--- src/rtl/digit_frame_renderer_if.sv ---
// Request/ROM/response bundle between the LCD scan controller, the digit frame
// renderer and the glyph ROM.
interface digit_frame_renderer_if #(
    parameter int N_DIGITS = 4,
    parameter int ROM_AW   = 16
);
    logic                    req_valid;
    logic [7:0]              req_x;
    logic [7:0]              req_y;
    logic [5*N_DIGITS-1:0]   digits;
    logic [4:0]              select;
    logic [ROM_AW-1:0]       rom_addr;
    logic [15:0]             rom_data;
    logic                    rsp_valid;
    logic [15:0]             rsp_data;

    modport slave (
        input  req_valid, req_x, req_y, digits, select, rom_data,
        output rom_addr, rsp_valid, rsp_data
    );

    modport master (
        output req_valid, req_x, req_y, digits, select, rom_data,
        input  rom_addr, rsp_valid, rsp_data
    );
endinterface

--- src/rtl/digit_frame_renderer.sv ---
// Pixel source for the timer digit panel: bordered frame of stacked glyph bands
// plus a separator band, glyphs fetched from an external ROM. Optional blinking
// highlight is enabled by defining DFR_BLINK_EN.
module digit_frame_renderer #(
    parameter int          BORDER       = 12,
    parameter int          GLYPH_W      = 55,
    parameter int          GLYPH_H      = 16,
    parameter int          SCALE        = 2,
    parameter int          N_DIGITS     = 4,
    parameter int          SEP_AFTER    = 2,
    parameter int          SEP_H        = 12,
    parameter int          ROM_LAT      = 1,
    parameter int          ROM_AW       = 16,
    parameter logic [15:0] HL_THRESH    = 16'h0800,
    parameter int          BLINK_CYCLES = 25000000
) (
    input logic                    clk,
    input logic                    rst,
    digit_frame_renderer_if.slave  bus
);

    localparam int BAND_H  = GLYPH_H * SCALE;
    localparam int FRAME_W = 2 * BORDER + GLYPH_W * SCALE;
    localparam int FRAME_H = 2 * BORDER + N_DIGITS * BAND_H + SEP_H;
    localparam int SEP_TOP = BORDER + SEP_AFTER * BAND_H;

    localparam logic [15:0] X_LO  = 16'(BORDER);
    localparam logic [15:0] X_HI  = 16'(FRAME_W - BORDER);
    localparam logic [15:0] Y_LO  = 16'(BORDER);
    localparam logic [15:0] Y_HI  = 16'(FRAME_H - BORDER);
    localparam logic [15:0] SEP_0 = 16'(SEP_TOP);
    localparam logic [15:0] SEP_1 = 16'(SEP_TOP + SEP_H);
    localparam logic [15:0] BH    = 16'(BAND_H);
    localparam logic [15:0] SC    = 16'(SCALE);

    localparam logic [ROM_AW-1:0] ROW_STRIDE   = ROM_AW'(GLYPH_W);
    localparam logic [ROM_AW-1:0] GLYPH_STRIDE = ROM_AW'(GLYPH_W * GLYPH_H);

    if (ROM_LAT < 1 || BLINK_CYCLES < 1) begin : g_bad_param
        $error("digit_frame_renderer: ROM_LAT and BLINK_CYCLES must be >= 1");
    end

    // Border, out-of-range and blank digits all render black, so they share a class.
    typedef enum logic [1:0] {
        CLS_BLANK = 2'd0,
        CLS_DIGIT = 2'd1,
        CLS_SEP   = 2'd2
    } cls_e;

    typedef struct packed {
        logic valid;
        cls_e cls;
        logic hl;
    } tag_t;

    function automatic logic [15:0] band_top(input int k);
        return 16'(BORDER + k * BAND_H + ((k >= SEP_AFTER) ? SEP_H : 0));
    endfunction

    logic              blink_phase;
    tag_t              s0_d, s0_q;
    tag_t              dl_q [ROM_LAT];
    logic [ROM_AW-1:0] rom_addr_d, rom_addr_q;
    logic              rsp_valid_q;
    logic [15:0]       rsp_data_d, rsp_data_q;

    logic [15:0] x16, y16, rel_y, col, row;
    logic [4:0]  digit_v;
    logic        in_frame, addr_upd;
    logic [15:0] pix;

    // Stage 0: classify the pixel and form the glyph address.
    always_comb begin
        // NOTE: every combinational output gets a default first so no path infers a latch.
        s0_d       = '0;
        addr_upd   = 1'b0;
        digit_v    = '0;
        rel_y      = '0;
        x16        = {8'd0, bus.req_x};
        y16        = {8'd0, bus.req_y};
        in_frame   = (x16 >= X_LO) && (x16 < X_HI) && (y16 >= Y_LO) && (y16 < Y_HI);
        s0_d.valid = bus.req_valid;
        s0_d.cls   = CLS_BLANK;

        if (in_frame) begin
            if (y16 >= SEP_0 && y16 < SEP_1) begin
                s0_d.cls = CLS_SEP;
                s0_d.hl  = (bus.select == 5'(N_DIGITS));
            end
            for (int k = 0; k < N_DIGITS; k++) begin
                if (y16 >= band_top(k) && y16 < band_top(k) + BH) begin
                    digit_v = bus.digits[5*k +: 5];
                    rel_y   = y16 - band_top(k);
                    s0_d.hl = (bus.select == 5'(k));
                    if (digit_v <= 5'd9) begin
                        s0_d.cls = CLS_DIGIT;
                        addr_upd = bus.req_valid;
                    end
                end
            end
        end

`ifdef DFR_BLINK_EN
        if (blink_phase && s0_d.hl) begin
            s0_d.cls = CLS_BLANK;
        end
`endif

        col        = (x16 - X_LO) / SC;
        row        = rel_y / SC;
        rom_addr_d = addr_upd ? ROM_AW'(col) + ROM_AW'(row) * ROW_STRIDE
                                + ROM_AW'(digit_v) * GLYPH_STRIDE
                              : rom_addr_q;
    end

    // Output stage: rom_data lines up with the last entry of the tag delay line.
    always_comb begin
        pix = 16'h0000;
        case (dl_q[ROM_LAT-1].cls)
            CLS_DIGIT: pix = (dl_q[ROM_LAT-1].hl && bus.rom_data >= HL_THRESH)
                             ? 16'hFFFF : bus.rom_data;
            CLS_SEP:   pix = dl_q[ROM_LAT-1].hl ? 16'hFFFF : 16'h0000;
            default:   pix = 16'h0000;
        endcase
        rsp_data_d = dl_q[ROM_LAT-1].valid ? pix : rsp_data_q;
    end

    always_ff @(posedge clk or posedge rst) begin
        if (rst) begin
            // NOTE: the tag delay line is a handful of flops, not a RAM, so it is
            // reset to guarantee no response escapes for requests dropped by reset.
            s0_q        <= '0;
            rom_addr_q  <= '0;
            rsp_valid_q <= 1'b0;
            rsp_data_q  <= '0;
            for (int i = 0; i < ROM_LAT; i++) begin
                dl_q[i] <= '0;
            end
        end else begin
            // NOTE: non-blocking assignments so every stage samples its predecessor's old value.
            s0_q        <= s0_d;
            rom_addr_q  <= rom_addr_d;
            dl_q[0]     <= s0_q;
            for (int i = 1; i < ROM_LAT; i++) begin
                dl_q[i] <= dl_q[i-1];
            end
            rsp_valid_q <= dl_q[ROM_LAT-1].valid;
            rsp_data_q  <= rsp_data_d;
        end
    end

`ifdef DFR_BLINK_EN
    localparam int BW = $clog2(BLINK_CYCLES + 1);

    logic [BW-1:0] blink_cnt_d, blink_cnt_q;
    logic          blink_phase_d, blink_phase_q;

    always_comb begin
        blink_cnt_d   = blink_cnt_q + BW'(1);
        blink_phase_d = blink_phase_q;
        if (blink_cnt_q == BW'(BLINK_CYCLES - 1)) begin
            blink_cnt_d   = '0;
            blink_phase_d = ~blink_phase_q;
        end
    end

    always_ff @(posedge clk or posedge rst) begin
        if (rst) begin
            blink_cnt_q   <= '0;
            blink_phase_q <= 1'b0;
        end else begin
            blink_cnt_q   <= blink_cnt_d;
            blink_phase_q <= blink_phase_d;
        end
    end

    assign blink_phase = blink_phase_q;
`else
    assign blink_phase = 1'b0;
`endif

    assign bus.rom_addr  = rom_addr_q;
    assign bus.rsp_valid = rsp_valid_q;
    assign bus.rsp_data  = rsp_data_q;

endmodule

--- src/flat_wrapper.sv ---
// flat-port wrapper written by rule: the top's interface ports become plain ports
module digit_frame_renderer_flat 
#(
    parameter int          BORDER       = 12,
    parameter int          GLYPH_W      = 55,
    parameter int          GLYPH_H      = 16,
    parameter int          SCALE        = 2,
    parameter int          N_DIGITS     = 4,
    parameter int          SEP_AFTER    = 2,
    parameter int          SEP_H        = 12,
    parameter int          ROM_LAT      = 1,
    parameter int          ROM_AW       = 16,
    parameter logic [15:0] HL_THRESH    = 16'h0800,
    parameter int          BLINK_CYCLES = 25000000
)
  (clk, rst, bus_req_valid, bus_req_x, bus_req_y, bus_digits, bus_select, bus_rom_data, bus_rom_addr, bus_rsp_valid, bus_rsp_data);
  digit_frame_renderer_if #(.N_DIGITS(N_DIGITS), .ROM_AW(ROM_AW)) bus_i ();
  input logic clk;
  input logic rst;
  input wire logic [$bits(bus_i.req_valid)-1:0] bus_req_valid;
  input wire logic [$bits(bus_i.req_x)-1:0] bus_req_x;
  input wire logic [$bits(bus_i.req_y)-1:0] bus_req_y;
  input wire logic [$bits(bus_i.digits)-1:0] bus_digits;
  input wire logic [$bits(bus_i.select)-1:0] bus_select;
  input wire logic [$bits(bus_i.rom_data)-1:0] bus_rom_data;
  output wire logic [$bits(bus_i.rom_addr)-1:0] bus_rom_addr;
  output wire logic [$bits(bus_i.rsp_valid)-1:0] bus_rsp_valid;
  output wire logic [$bits(bus_i.rsp_data)-1:0] bus_rsp_data;
  assign bus_i.req_valid = bus_req_valid;
  assign bus_i.req_x = bus_req_x;
  assign bus_i.req_y = bus_req_y;
  assign bus_i.digits = bus_digits;
  assign bus_i.select = bus_select;
  assign bus_i.rom_data = bus_rom_data;
  assign bus_rom_addr = bus_i.rom_addr;
  assign bus_rsp_valid = bus_i.rsp_valid;
  assign bus_rsp_data = bus_i.rsp_data;
  digit_frame_renderer #(.BORDER(BORDER), .GLYPH_W(GLYPH_W), .GLYPH_H(GLYPH_H), .SCALE(SCALE), .N_DIGITS(N_DIGITS), .SEP_AFTER(SEP_AFTER), .SEP_H(SEP_H), .ROM_LAT(ROM_LAT), .ROM_AW(ROM_AW), .HL_THRESH(HL_THRESH), .BLINK_CYCLES(BLINK_CYCLES)) u_core (.clk(clk), .rst(rst), .bus(bus_i));
endmodule
--- config.mk ---
export PLATFORM = sky130hd
export DESIGN_NAME = digit_frame_renderer_flat
export DESIGN_NICKNAME = d
export VERILOG_FILES = /design/src/rtl/digit_frame_renderer_if.sv /design/src/rtl/digit_frame_renderer.sv /design/src/flat_wrapper.sv
export SDC_FILE = /design/constraint.sdc
export NUM_CORES = 1
export LEC_CHECK = 0
export ABC_AREA = 1
export CAP_MARGIN = 20
export CORE_UTILIZATION = 25
export DETAILED_ROUTE_END_ITERATION = 10
export PLACE_DENSITY = 0.44
export RECOVER_POWER = 100
export SYNTH_ARGS = -nofsm -noshare
export SYNTH_HDL_FRONTEND = slang
export SYNTH_SLANG_ARGS = --single-unit
--- constraint.sdc ---
create_clock -name clk -period 1.5 [get_ports clk]
set_clock_uncertainty 0.2 [all_clocks]
set_input_delay 0.225 -clock clk [delete_from_list [all_inputs] [get_ports clk]]
set_output_delay 0.225 -clock clk [all_outputs]
set_load 0.005 [all_outputs]
# Word level (Yosys, flattened, before mapping)
# Cells that the tools add are included.
[totals]
register_bits = 41
elab_cells = 84
[classes]
addsub = 7
mul = 2
n_lt_le_gt_ge = 17
n_eq_ne = 6
mux = 33
n_reduce_logical = 10
[ops]
columns = ["op", "n"]
rows = [
  ["2-to-1 mux 16 bit", 7],
  ["less-than comparator 8 x 7 -> 1 bit, second input constant", 4],
  ["one-hot mux 16 bit (2 select lines)", 1],
  ["2-to-1 mux 5 bit", 5],
  ["greater-or-equal comparator 8 x 7 -> 1 bit, second input constant", 3],
  ["2-to-1 mux 3 bit", 7],
  ["<= comparator 5 x 4 -> 1 bit, second input constant", 4],
  ["subtractor 8 x 4 -> 9 bit, second input constant", 2],
  ["subtractor 8 x 7 -> 9 bit, second input constant", 2],
  ["adder 15 x 16 -> 16 bit", 1],
  ["adder 16 x 15 -> 16 bit", 1],
  ["greater-or-equal comparator 16 x 12 -> 1 bit, second input constant", 1],
  ["greater-or-equal comparator 8 x 4 -> 1 bit, second input constant", 2],
  ["multiplier 15 x 6 -> 16 bit, second input constant", 1],
  ["multiplier 5 x 6 -> 11 bit, second input constant", 1],
  ["equality test 5 x 2 -> 1 bit, second input constant", 2],
  ["logical AND 1 bit", 9],
  ["2-to-1 mux 1 bit", 9],
  ["subtractor 8 x 6 -> 9 bit, second input constant", 1],
  ["greater-or-equal comparator 8 x 6 -> 1 bit, second input constant", 1],
  ["less-than comparator 8 x 6 -> 1 bit, second input constant", 1],
  ["less-than comparator 8 bit, second input constant", 1],
  ["2-to-1 mux 2 bit", 4],
  ["equality test 5 x 1 -> 1 bit, second input constant", 1],
  ["4 further kinds", 4],
]

# Longest topological paths before layout
# Gate-level depths: netlist of run 1.
[depth]
ltp_word = 14
mapped_depth = 39
mapped_depth_nobuf = 39

# Worst setup path after synthesis of run 1
# OpenSTA, ideal clock, no wires.
[synth_timing]
path_type = "in2reg"
start = "input bus_req_y[4]"
end = "register u_core.rom_addr_q[15], in the netlist u_core.bus.rom_addr[15]"
setup_ps = 118
arrival_time_ps = 6160
required_ps = 1182
path_slack_ps = -4978
cell_stages = 33
path_buffers = 0
path_cell_list = "inv_2 -> ha_1 -> nand2_1 -> nand2_1 -> a21oi_1 -> nand2_1 -> nor2_2 -> nand2_1 -> nand3_1 -> nand3_1 -> fa_1 -> inv_1 -> fa_1 -> fa_1 -> ha_1 -> nand2_1 -> o21ai_0 -> xor2_1 -> fa_1 -> fa_1 -> inv_1 -> fa_1 -> ha_1 -> nand2_1 -> inv_1 -> a21oi_1 -> nor2_1 -> nor2_1 -> nand2_1 -> nand2_1 -> nand2_1 -> nand3_1 -> nand2_1"
[synth_between]
elab_chain_len = 10
word_cells_on_any_way = 40
cone_classes = "add/sub (6); mul (2); order compare (8); mux (18); reduce/logical (6)"
[synth_rtl]
columns = ["item", "line_no", "rtl"]
rows = [
  ["from (decl)", "flat_wrapper.sv:22", "input wire logic [$bits(bus_i.req_y)-1:0] bus_req_y;"],
  ["greater-or-equal comparator 8 x 4 -> 1 bit or less-than comparator 8 x 6 -> 1 bit (tied branches)", "digit_frame_renderer.sv:81, digit_frame_renderer.sv:91", ""],
  ["logical AND 1 bit", "digit_frame_renderer.sv:91", "if (y16 >= band_top(k) && y16 < band_top(k) + BH) begin"],
  ["2-to-1 mux 16 bit or 2-to-1 mux 1 bit (tied branches)", "digit_frame_renderer.sv:91", ""],
  ["2-to-1 mux 16 bit or 2-to-1 mux 1 bit (tied branches)", "digit_frame_renderer.sv:91, digit_frame_renderer.sv:95", ""],
  ["2-to-1 mux 16 bit or 2-to-1 mux 1 bit (tied branches)", "digit_frame_renderer.sv:91", ""],
  ["2-to-1 mux 16 bit or 2-to-1 mux 1 bit (tied branches)", "digit_frame_renderer.sv:91, digit_frame_renderer.sv:95", ""],
  ["2-to-1 mux 16 bit or 2-to-1 mux 1 bit (tied branches)", "digit_frame_renderer.sv:85, digit_frame_renderer.sv:91", ""],
  ["multiplier 15 x 6 -> 16 bit or 2-to-1 mux 1 bit (tied branches)", "digit_frame_renderer.sv:111, digit_frame_renderer.sv:95", ""],
  ["adder 15 x 16 -> 16 bit or 2-to-1 mux 1 bit (tied branches)", "digit_frame_renderer.sv:111, digit_frame_renderer.sv:91", ""],
  ["adder 16 x 15 -> 16 bit or 2-to-1 mux 1 bit (tied branches)", "digit_frame_renderer.sv:112, digit_frame_renderer.sv:85", ""],
  ["to (signal assigned)", "digit_frame_renderer.sv:142", "rom_addr_q <= rom_addr_d;"],
  ["to (decl)", "digit_frame_renderer.sv:63", "logic [ROM_AW-1:0] rom_addr_d, rom_addr_q;"],
]
# Several ways; a longest one is shown, not always the timed one.
# A chain may end at the register's enable or synchronous reset.

# Worst setup path in the final report of run 1
[layout_timing]
start = "input bus_req_y[3]"
end = "register u_core.rom_addr_q[12], in the netlist u_core.bus.rom_addr[12]"
# The elaborated chain is that of the path after synthesis.

==> flow_metrics.tcl, run 1 <==
set metrics [dict create \
    grt_pass1_wl_mm 28.8 \
    rsz0062_at_grt "yes" \
    yosys_warnings 0 \
    ys.flop_type "dfrtp_1" \
    crit_type "input port to flop" \
    wire_per_inst_um 13.4 \
    grt_pass1_vias 5748 \
    grt_max_degree 42 \
    hold_viol 0 \
    grt_busiest_layer "met2" \
    async_flop_share_pct 100 \
    tritoncts "yes" \
    pwr_density_cell_nw_per_um2 921 \
    max_slew_margin_pct 60.8 \
    cts_sinks 41 \
    wl_mm 17.5 \
    ant_nets 0 \
    crit_family "adder cells" \
    vias 5638 \
    final-seq-area_sq_um 1030 \
    syn_inst 744 \
    cp_common_cell "nand2_1" \
    r2r_end "u_core.bus.rsp_data[12]$_DFFE_PP0P_" \
    crit_required_ns 1.53 \
    dp_hpwl_mm 13.7 \
    layout.nets 1202 \
    grt_util_met2_pct 28.9 \
    numPortBuffers 91 \
    hold_path_startpoint "u_core.s0_q[2]$_DFF_PP0_" \
    clk_pin_slew_ns 0.07 \
    worstMarginPinSlew_ns 0.587 \
    grt-ovfl-total 0 \
    cts_hold_buffers 0 \
    cp_max_fo 6 \
    slew_viol_final 0 \
    initialDrtViolationCount 158 \
    ir_worst_vdd_uv 601 \
    cp-end-kind "flop" \
    fill_cells 2188 \
    period_share_pct 405 \
    p_leak_nw 4.92 \
    die_h_um 152 \
    hold_depth 0 \
    ff2ff_setup_slack_ns 0.06 \
    min_path_type "flop to flop" \
    yosysSeqAreaShare_pct 18.4 \
    max_freq_mhz 165 \
    maxCapViolCount 0 \
    crit_path_top_delay_cell "fa_2" \
    dieArea_sq_um 23000 \
    ys_types 42 \
    cts_buffer_depth 2 \
    synth_enable_flop_cells 0 \
    power_w 0.00896 \
    violations "negative setup slack" \
    rows 54 \
    fin_ws_ns -4.58 \
    status "complete, but fails checks" \
    io_pins 93 \
    dp_slack_ns -5.53 \
    grt_usage_pct 16.0 \
    min_to "u_core.dl_q[2]$_DFF_PP0_" \
    vias_per_cell 4.31 \
    start_kind "input port" \
    clk_latency_ns 0.28 \
    mappedNetlistNets 919 \
    critical_path_arrival_ns 6.11 \
    slowest_delay_ns 0.59 \
    multi_input_area_sq_um 4940 \
    n_antenna_cell 0 \
    fin_crit_ns 6.08 \
    setup_viol 18 \
    drc 0 \
    initial_utilization_pct 25.5 \
    area_growth_syn_to_layout_pct 74.2 \
    synth-seq-cells 41 \
    fp.dieW_um 152 \
    synth.cell_area_sq_um 5590 \
    cts-root-buf "clkbuf_16" \
    r2r_start "u_core.dl_q[1]$_DFF_PP0_" \
    gp_congestion 0.853 \
    first_pass_iters 4 \
    antenna_found_initial 0 \
    htreeDepth 2 \
    avgSynthCellArea_sq_um 7.51 \
    met1_usage_pct 20.0 \
    grt_util_met3_pct 1.44 \
    crit_buf_inv 4 \
    cts_buffers 5 \
    drive_above_1_share_pct 43.1 \
    setup_tns_ns -55.97 \
    core_area_sq_um 21900 \
    r2r_cells 7 \
]
[metal layers]
layer	wire (um)	part of all wire (%)	up-vias
li1	-	-	2904
met1	7830	45	2610
met2	8800	50	101
met3	530	3.0	23
met4	372	2.1	0
met5	0	0	-
[state kept, by name, summed over array words and instances, names as in the netlist]
signal / flops
u_core.s0_q: 4
u_core.bus.rom_addr: 16
u_core.bus.rsp_data: 16
u_core.bus.rsp_valid: 1
u_core.dl_q: 4
[worst max-delay path by stage]
| stage | from | cells past startpoint | slack, ns | to |
|---|---|---|---|---|
| detailed placement | bus_req_y[3] | 35 | -5.53 | u_core.bus.rom_addr[15]$_DFFE_PP0P_ |
| global route | bus_req_y[4] | 37 | -4.95 | u_core.bus.rom_addr[12]$_DFFE_PP0P_ |
| CTS | bus_req_y[4] | 37 | -4.69 | u_core.bus.rom_addr[15]$_DFFE_PP0P_ |
| floorplan | bus_req_y[4] | 37 | -4.64 | u_core.bus.rom_addr[15]$_DFFE_PP0P_ |
| finish | bus_req_y[3] | 36 | -4.58 | u_core.bus.rom_addr[12]$_DFFE_PP0P_ |
| global placement | bus_req_y[3] | 33 | -5.50 | u_core.bus.rom_addr[15]$_DFFE_PP0P_ |
[metrics by stage]
stage / hold slack (ns) / std cells / area (sq um) / util (%)
floorplan: 0.0564 / 744 / 5850 / -
global placement: 0.131 / 1236 / 8080 / 36.9
detailed placement: 0.136 / 1236 / 8080 / 36.9
CTS: 0.112 / 1307 / 9390 / 42.9
global route: 0.156 / 1307 / 9730 / 44.5
finish: 0.150 / 1307 / 9730 / 44.5
[cells in the final DEF (no fill, tap or decap), types with 20 or more instances in the layout]
cell type        instances
buf_4                  150
buf_6                   40
nand4_1                 24
inv_2                   41
nand2_4                 23
inv_1                  124
o22ai_1                 20
nand2_2                 32
fa_1                    42
dlygate4sd2_1           39
a21oi_1                 22
ha_4                    33
nand2_1                125
ha_1                    30
dfrtp_1                 41
clkdlybuf4s50_1         37
[report_power, final]
group          switching, W  total (W)  internal, W
clock              0.000441    0.00121     0.000773
combinational       0.00317    0.00636      0.00319
sequential        0.0000948    0.00139      0.00130
[Yosys cell counts (3+ instances only)]
| cell | n | share of area [%] |
|---|---|---|
| nand2_1 | 173 | 12 |
| inv_1 | 165 | 11 |
| ha_1 | 67 | 15 |
| fa_1 | 48 | 17 |
| dfrtp_1 | 41 | 18 |
| nand3_1 | 40 | 3.6 |
| a21oi_1 | 39 | 3.5 |
| nor2_1 | 32 | 2.1 |
| nand4_1 | 24 | 2.7 |
| o22ai_1 | 20 | 2.2 |
| xnor2_1 | 12 | 1.9 |
| xor2_1 | 11 | 1.7 |
| o21ai_0 | 9 | 0.81 |
| inv_2 | 8 | 0.54 |
| clkbuf_1 | 6 | 0.40 |
| nand2_2 | 4 | 0.45 |
| nand2_4 | 4 | 0.81 |
| nand3b_1 | 4 | 0.54 |
| nor3_1 | 4 | 0.36 |
| a21oi_2 | 3 | 0.47 |
| o211ai_1 | 3 | 0.40 |
[logic make-up (layout without fill, tap and decap cells)]
logic type | Yosys count | after routing | synth area share, %
buf+inv | 189 | 472 | 13.3
xor+xnor | 23 | 23 | 3.60
simple gates | 297 | 297 | 24.4
flops | 41 | 41 | 18.4
compound gates | 79 | 79 | 8.19
fa+ha+maj | 115 | 115 | 32.2
[cell type report]
type / instances / area share (%)
Clock buffer: 5 / 1.29
Clock inverter: 2 / 0.360
Sequential cell: 41 / 10.5
Multi-Input combinational cell: 514 / 50.7
Inverter: 175 / 7.19
Tap cell: 280 / 3.60
Timing Repair Buffer: 290 / 26.3
[timing repair]
item / 4_1_cts / 5_1_grt
gates cloned: 1 / 1
pin swaps: 106 / 106
endpoints found under the setup margin: 64 / 34
gates resized for setup: 239 / 115
buffers inserted: 72 / 13
No activity file was read; power rests on OpenSTA's default activity.
==> inputs of run 2 (changes only) <==
--- a/config.mk
+++ b/config.mk
@@ -8,9 +8,11 @@
 export ABC_AREA = 1
 export CAP_MARGIN = 20
 export CORE_UTILIZATION = 25
+export CTS_CLUSTER_SIZE = 40
 export DETAILED_ROUTE_END_ITERATION = 10
 export PLACE_DENSITY = 0.44
 export RECOVER_POWER = 100
+export SETUP_SLACK_MARGIN = 0.02
 export SYNTH_ARGS = -nofsm -noshare
 export SYNTH_HDL_FRONTEND = slang
 export SYNTH_SLANG_ARGS = --single-unit
==> flow_metrics.tcl, run 2 (synthesis gave the netlist of run 1 again) <==
set metrics [dict create \
    p_sw_share_pct 41.2 \
    critical_path_arrival_ns 6.09 \
    status "complete, but fails checks" \
    utilization_pct 44.5 \
    ff2ff_setup_slack_ns 0.10 \
    slew_viol_final 0 \
    p_clk_share_pct 13.2 \
    cts_sinks 41 \
    final_cell_mix "buf_4 (161), inv_1 (131), nand2_1 (130), dlygate4sd2_1 (43), fa_1 (42)" \
    initialDrtViolationCount 114 \
    cts_buffers 5 \
    placed_area_sq_um 8100 \
    crit_path_top_delay_cell "fa_1" \
    min_path_type "flop to flop" \
    max_freq_mhz 164 \
    fin_ws_ns -4.60 \
    antenna_found_initial 1 \
    hold_depth 0 \
    start_kind "input port" \
    wire_per_inst_um 13.4 \
    rsz0062_at_grt "yes" \
    grt_max_degree 42 \
    cp-end-kind "flop" \
    design_area_sq_um 9750 \
    numPortBuffers 91 \
    max_slew_margin_pct 60.7 \
    p_leak_nw 4.93 \
    grt_pass1_wl_mm 28.3 \
    vias_per_cell 4.31 \
    hold_viol 0 \
    crit_family "adder cells" \
    setup_viol 18 \
    r2r_end "u_core.bus.rsp_data[14]$_DFFE_PP0P_" \
    crit_start "bus_req_y[4]" \
    area_growth_syn_to_layout_pct 74.4 \
    r2r_start "u_core.dl_q[1]$_DFF_PP0_" \
    initial_utilization_pct 25.5 \
    pwr_density_cell_nw_per_um2 896 \
    first_pass_iters 4 \
    clk_latency_ns 0.28 \
    drc 0 \
    crit_type "input port to flop" \
    io_pins 93 \
    cts_buffer_depth 2 \
    vias 5656 \
    grt_pass1_vias 5661 \
    slowest_delay_ns 0.57 \
    ir_worst_vdd_uv 545 \
    seqPwrFrac_pct 15.9 \
    fin_crit_ns 6.10 \
    wl_mm 17.6 \
    dp_hpwl_mm 13.7 \
    clk_pin_slew_ns 0.07 \
    htreeDepth 2 \
    fill_cells 2207 \
    rows 54 \
    layout.nets 1206 \
    gp_congestion 0.869 \
    crit_required_ns 1.48 \
    drive_above_1_share_pct 41.9 \
    violations "negative setup slack" \
    grt-ovfl-total 0 \
    internal_power_w 0.00514 \
    r2r_cells 4 \
    ant_nets 0 \
    cts_hold_buffers 0 \
    period_share_pct 407 \
    cp_common_cell "fa_1" \
    n_antenna_cell 0 \
    grt_usage_pct 15.7 \
    maxCapViolCount 0 \
    worstMarginPinSlew_ns 0.589 \
    power.switching_w 0.00360 \
    min_to "u_core.dl_q[1]$_DFF_PP0_" \
    dieArea_sq_um 23000 \
    power_frac_comb_pct 70.9 \
    cp_max_fo 5 \
    final_common_cell "buf_4" \
    hold_ws_ns 0.146 \
    tritoncts "yes" \
    fp.dieW_um 152 \
    hold_path_startpoint "u_core.s0_q[1]$_DFF_PP0_" \
    crit_buf_inv 11 \
    die_h_um 152 \
    core_area_sq_um 21900 \
    cts-root-buf "clkbuf_16" \
    power_w 0.00873 \
]
run 2: cell types whose count changed in the layout (fill, tap and decap cells not counted), moves of 4 or more:
cell	before	now
buf_4	150	161
buf_6	40	32
inv_1	124	131
nand2_1	125	130
dlygate4sd2_1	39	43
inv_2	41	37
nand2_2	32	28
nand3_1	16	20
run 2: per-layer routing:
metal | up-vias | global-route usage, % | routed length, um
li1 | 2915 | - | -
met3 | 20 | 1.32 | 471
met2 | 74 | 29.5 | 9030
met1 | 2645 | 19.5 | 7840
met4 | 2 | 2.92 | 212
met5 | - | 0 | 8
run 2: timing repair:
action                     CTS  global route
setup buffers               53            18
setup endpoints to repair   65            32
hold endpoints to repair     0             0
gates resized for setup    218           109
cloned                       2             0
pin swaps                   96            98
run 2: final cells by class:
type / count / area (sq um) / share of cell area [%]
clock buffer: 7 / 153 / 1.57
multi-input combinational: 514 / 4910 / 50.4
inverter: 175 / 688 / 7.06
timing repair buffer: 294 / 2610 / 26.8
tap: 280 / 350 / 3.59
clock inverter: 1 / 5.00 / 0.0513
sequential: 41 / 1030 / 10.5
run 2: how the worst max path moves through the flow:
stage	to	slack [ns]	depth (start not counted)
global placement	u_core.bus.rom_addr[15]$_DFFE_PP0P_	-5.53	34
floorplan	u_core.bus.rom_addr[15]$_DFFE_PP0P_	-4.64	37
finish	u_core.bus.rom_addr[15]$_DFFE_PP0P_	-4.60	37
CTS	u_core.bus.rom_addr[15]$_DFFE_PP0P_	-4.74	36
detailed placement	u_core.bus.rom_addr[15]$_DFFE_PP0P_	-5.54	33
global route	u_core.bus.rom_addr[15]$_DFFE_PP0P_	-4.90	37
run 2: power by group through the flow:
stage | clock (W) | sequential [W] | combinational [W]
after floorplan | 0 | 0.00143 | 0.00290
after global placement | 0 | 0.00142 | 0.00490
after detailed placement | 0 | 0.00142 | 0.00489
after CTS | 0.00120 | 0.00139 | 0.00577
after global routing | 0.00124 | 0.00142 | 0.00684
final | 0.00116 | 0.00139 | 0.00619
run 2: worst reg2reg max path: stages, from the launching register on:
cell	delay (ns)
dfrtp_1	0.38
buf_4	0.13
ha_2	0.28
a21oi_1	0.20
o22ai_1	0.08
run 2: per-stage QoR:
stage,setup TNS [ns],cells,setup WS (ns)
6_report,-56.76,1312,-4.60
5_1_grt,-60.25,1312,-4.90
4_1_cts,-57.76,1301,-4.74
3_5_place_dp,-77.12,1239,-5.54
3_3_place_gp,-77.02,1239,-5.53
2_1_floorplan,-52.54,744,-4.64
==> inputs of run 3 (changes only) <==
--- a/config.mk
+++ b/config.mk
@@ -6,11 +6,12 @@
 export NUM_CORES = 1
 export LEC_CHECK = 0
 export ABC_AREA = 1
-export CAP_MARGIN = 20
+export CAP_MARGIN = 5
 export CORE_UTILIZATION = 25
 export CTS_CLUSTER_SIZE = 40
 export DETAILED_ROUTE_END_ITERATION = 10
-export PLACE_DENSITY = 0.44
+export DONT_BUFFER_PORTS = 1
+export PLACE_DENSITY = 0.39
 export RECOVER_POWER = 100
 export SETUP_SLACK_MARGIN = 0.02
 export SYNTH_ARGS = -nofsm -noshare
==> constraint.sdc (replaced) <==
create_clock -name clk -period 1.5 [get_ports clk]
set_clock_uncertainty 0.2 [all_clocks]
set_input_delay 0.225 -clock clk [delete_from_list [all_inputs] [get_ports clk]]
set_output_delay 0.225 -clock clk [all_outputs]
set_load 0.01 [all_outputs]
==> flow_metrics.tcl, run 3 (synthesis gave the netlist of run 1 again) <==
set metrics [dict create \
    grt_max_degree 34 \
    worstMarginPinSlew_ns 0.735 \
    grt_usage_pct 15.2 \
    grt_pass1_wl_mm 27.6 \
    rsz0062_at_grt "yes" \
    max_slew_margin_pct 51.0 \
    hold_depth 0 \
    hold_viol 17 \
    fin_crit_ns 6.04 \
    die_h_um 152 \
    cts_sinks 41 \
    antenna_found_initial 2 \
    slowest_delay_ns 0.57 \
    status "complete, but fails checks" \
    grt-ovfl-total 0 \
    layout.nets 1087 \
    io_pins 93 \
    rows 54 \
    gp_congestion 0.851 \
    power_w 0.00835 \
    crit_path_top_delay_cell "fa_2" \
    core_area_sq_um 21900 \
    htreeDepth 2 \
    initialDrtViolationCount 140 \
    cp_max_fo 6 \
    clk_pin_slew_ns 0.06 \
    critical_path_arrival_ns 6.07 \
    first_pass_iters 5 \
    wl_mm 17.4 \
    slew_viol_final 0 \
    crit_required_ns 1.53 \
    drive_above_1_share_pct 39.8 \
    route.met3.wl_um 505 \
    clk_latency_ns 0.28 \
    max_freq_mhz 165 \
    wire_per_inst_um 14.6 \
    cts_buffer_depth 2 \
    cp_common_cell "nand2_4" \
    ir_worst_vdd_uv 558 \
    vias_per_cell 4.48 \
    dp_hpwl_mm 13.6 \
    min_path_type "input port to flop" \
    area_growth_syn_to_layout_pct 53.2 \
    setup_viol 18 \
    fin_ws_ns -4.54 \
    hold_ws_ns -0.229 \
    r2r_cells 2 \
    cts_buffers 5 \
    setup_tns_ns -60.04 \
    met1_length_mm 7.49 \
    top_layer_used "met4" \
    cts-root-buf "clkbuf_16" \
    numPortBuffers 0 \
    vias 5358 \
    maxCapViolCount 0 \
    violations "negative hold slack, negative setup slack" \
    final_cell_mix "inv_1 (141), nand2_1 (135), buf_4 (118), fa_1 (43), dfrtp_1 (41)" \
    period_share_pct 403 \
    cts_hold_buffers 5 \
    final_common_cell "inv_1" \
    fp.dieW_um 152 \
    p_leak_nw 4.30 \
    crit_type "input port to flop" \
    start_kind "input port" \
    ant_nets 0 \
    initial_utilization_pct 25.5 \
    grt_pass1_vias 5631 \
    cp-end-kind "flop" \
    dp_slack_ns -5.01 \
    tritoncts "yes" \
    met2WireLength_mm 9.01 \
    drc 0 \
    dieArea_sq_um 23000 \
    pwr_density_cell_nw_per_um2 976 \
]
run 3: cell count changes in the layout (fill, tap and decap cells not counted), moves of 5 or more:
cell / previous run / this run
inv_1: 131 / 141
ha_1: 29 / 40
ha_4: 36 / 24
nand2_4: 23 / 18
clkdlybuf4s50_1: 37 / 0
buf_6: 32 / 40
nand2_1: 130 / 135
dlygate4sd2_1: 43 / 0
buf_4: 161 / 118
inv_2: 37 / 28
run 3: worst max-delay path: cells and delay by family:
kind	cells	cell delay (ns)
XOR/XNOR	1	0.22
AO/OA/AOI/OAI	2	0.25
adder cells (fa/ha/maj)	9	3.42
AND/OR/NAND/NOR	20	1.65
buffers and inverters	5	0.30
run 3: final timing paths:
| check | from | endpoint | slack, ns |
|---|---|---|---|
| worst max-delay path | bus_req_y[4] | u_core.bus.rom_addr[13]$_DFFE_PP0P_ | -4.54 |
| min in group asynchronous | rst | u_core.bus.rom_addr[8]$_DFFE_PP0P_ | 0.10 |
| worst min-delay path | bus_req_valid | u_core.s0_q[3]$_DFF_PP0_ | -0.23 |
| worst min register to register | u_core.s0_q[2]$_DFF_PP0_ | u_core.dl_q[2]$_DFF_PP0_ | 0.15 |
| max in group asynchronous | rst | u_core.dl_q[3]$_DFF_PP0_ | 0.23 |
| worst max register to register | u_core.dl_q[3]$_DFF_PP0_ | u_core.bus.rsp_data[6]$_DFFE_PP0P_ | 0.06 |
run 3: metal layers:
layer | vias up | global-route usage, %
li1 | 2673 | -
met1 | 2572 | 18.2
met2 | 90 | 28.4
met3 | 23 | 1.32
met4 | 0 | 5.15
met5 | - | 0
run 3: cell type report:
| cell class | instances | area (sq um) |
|---|---|---|
| Clock inverter | 2 | 37.5 |
| Fill cell | 2258 | 13300 |
| Inverter | 175 | 686 |
| Sequential cell | 41 | 1030 |
| Clock buffer | 6 | 139 |
| Tap cell | 280 | 350 |
| Timing Repair Buffer | 174 | 1570 |
| Multi-Input combinational cell | 515 | 4750 |
| Antenna cell | 2 | 5.00 |
run 3: power breakdown:
group	switching (W)	leakage [nW]	internal [W]
Sequential	0.000244	0.548	0.00130
Clock	0.000445	0.0831	0.000830
Combinational	0.00285	3.67	0.00269
run 3: metrics by stage:
| stage | cell area, sq um | util, % | instances |
|---|---|---|---|
| 6_report | 8560 | 39.1 | 1195 |
| 5_1_grt | 8560 | 39.1 | 1195 |
| 4_1_cts | 8050 | 36.8 | 1180 |
| 3_5_place_dp | 7020 | 32.1 | 1126 |
| 3_3_place_gp | 7020 | 32.1 | 1126 |
| 2_1_floorplan | 5850 | - | 744 |
run 3: timing repair:
item / in CTS / in global routing
resized for setup: 107 / 129
buffers inserted: 40 / 44
gates cloned: 1 / 2
pin swaps: 54 / 67
endpoints found under the hold margin: 60 / 17
endpoints found under the setup margin: 28 / 18
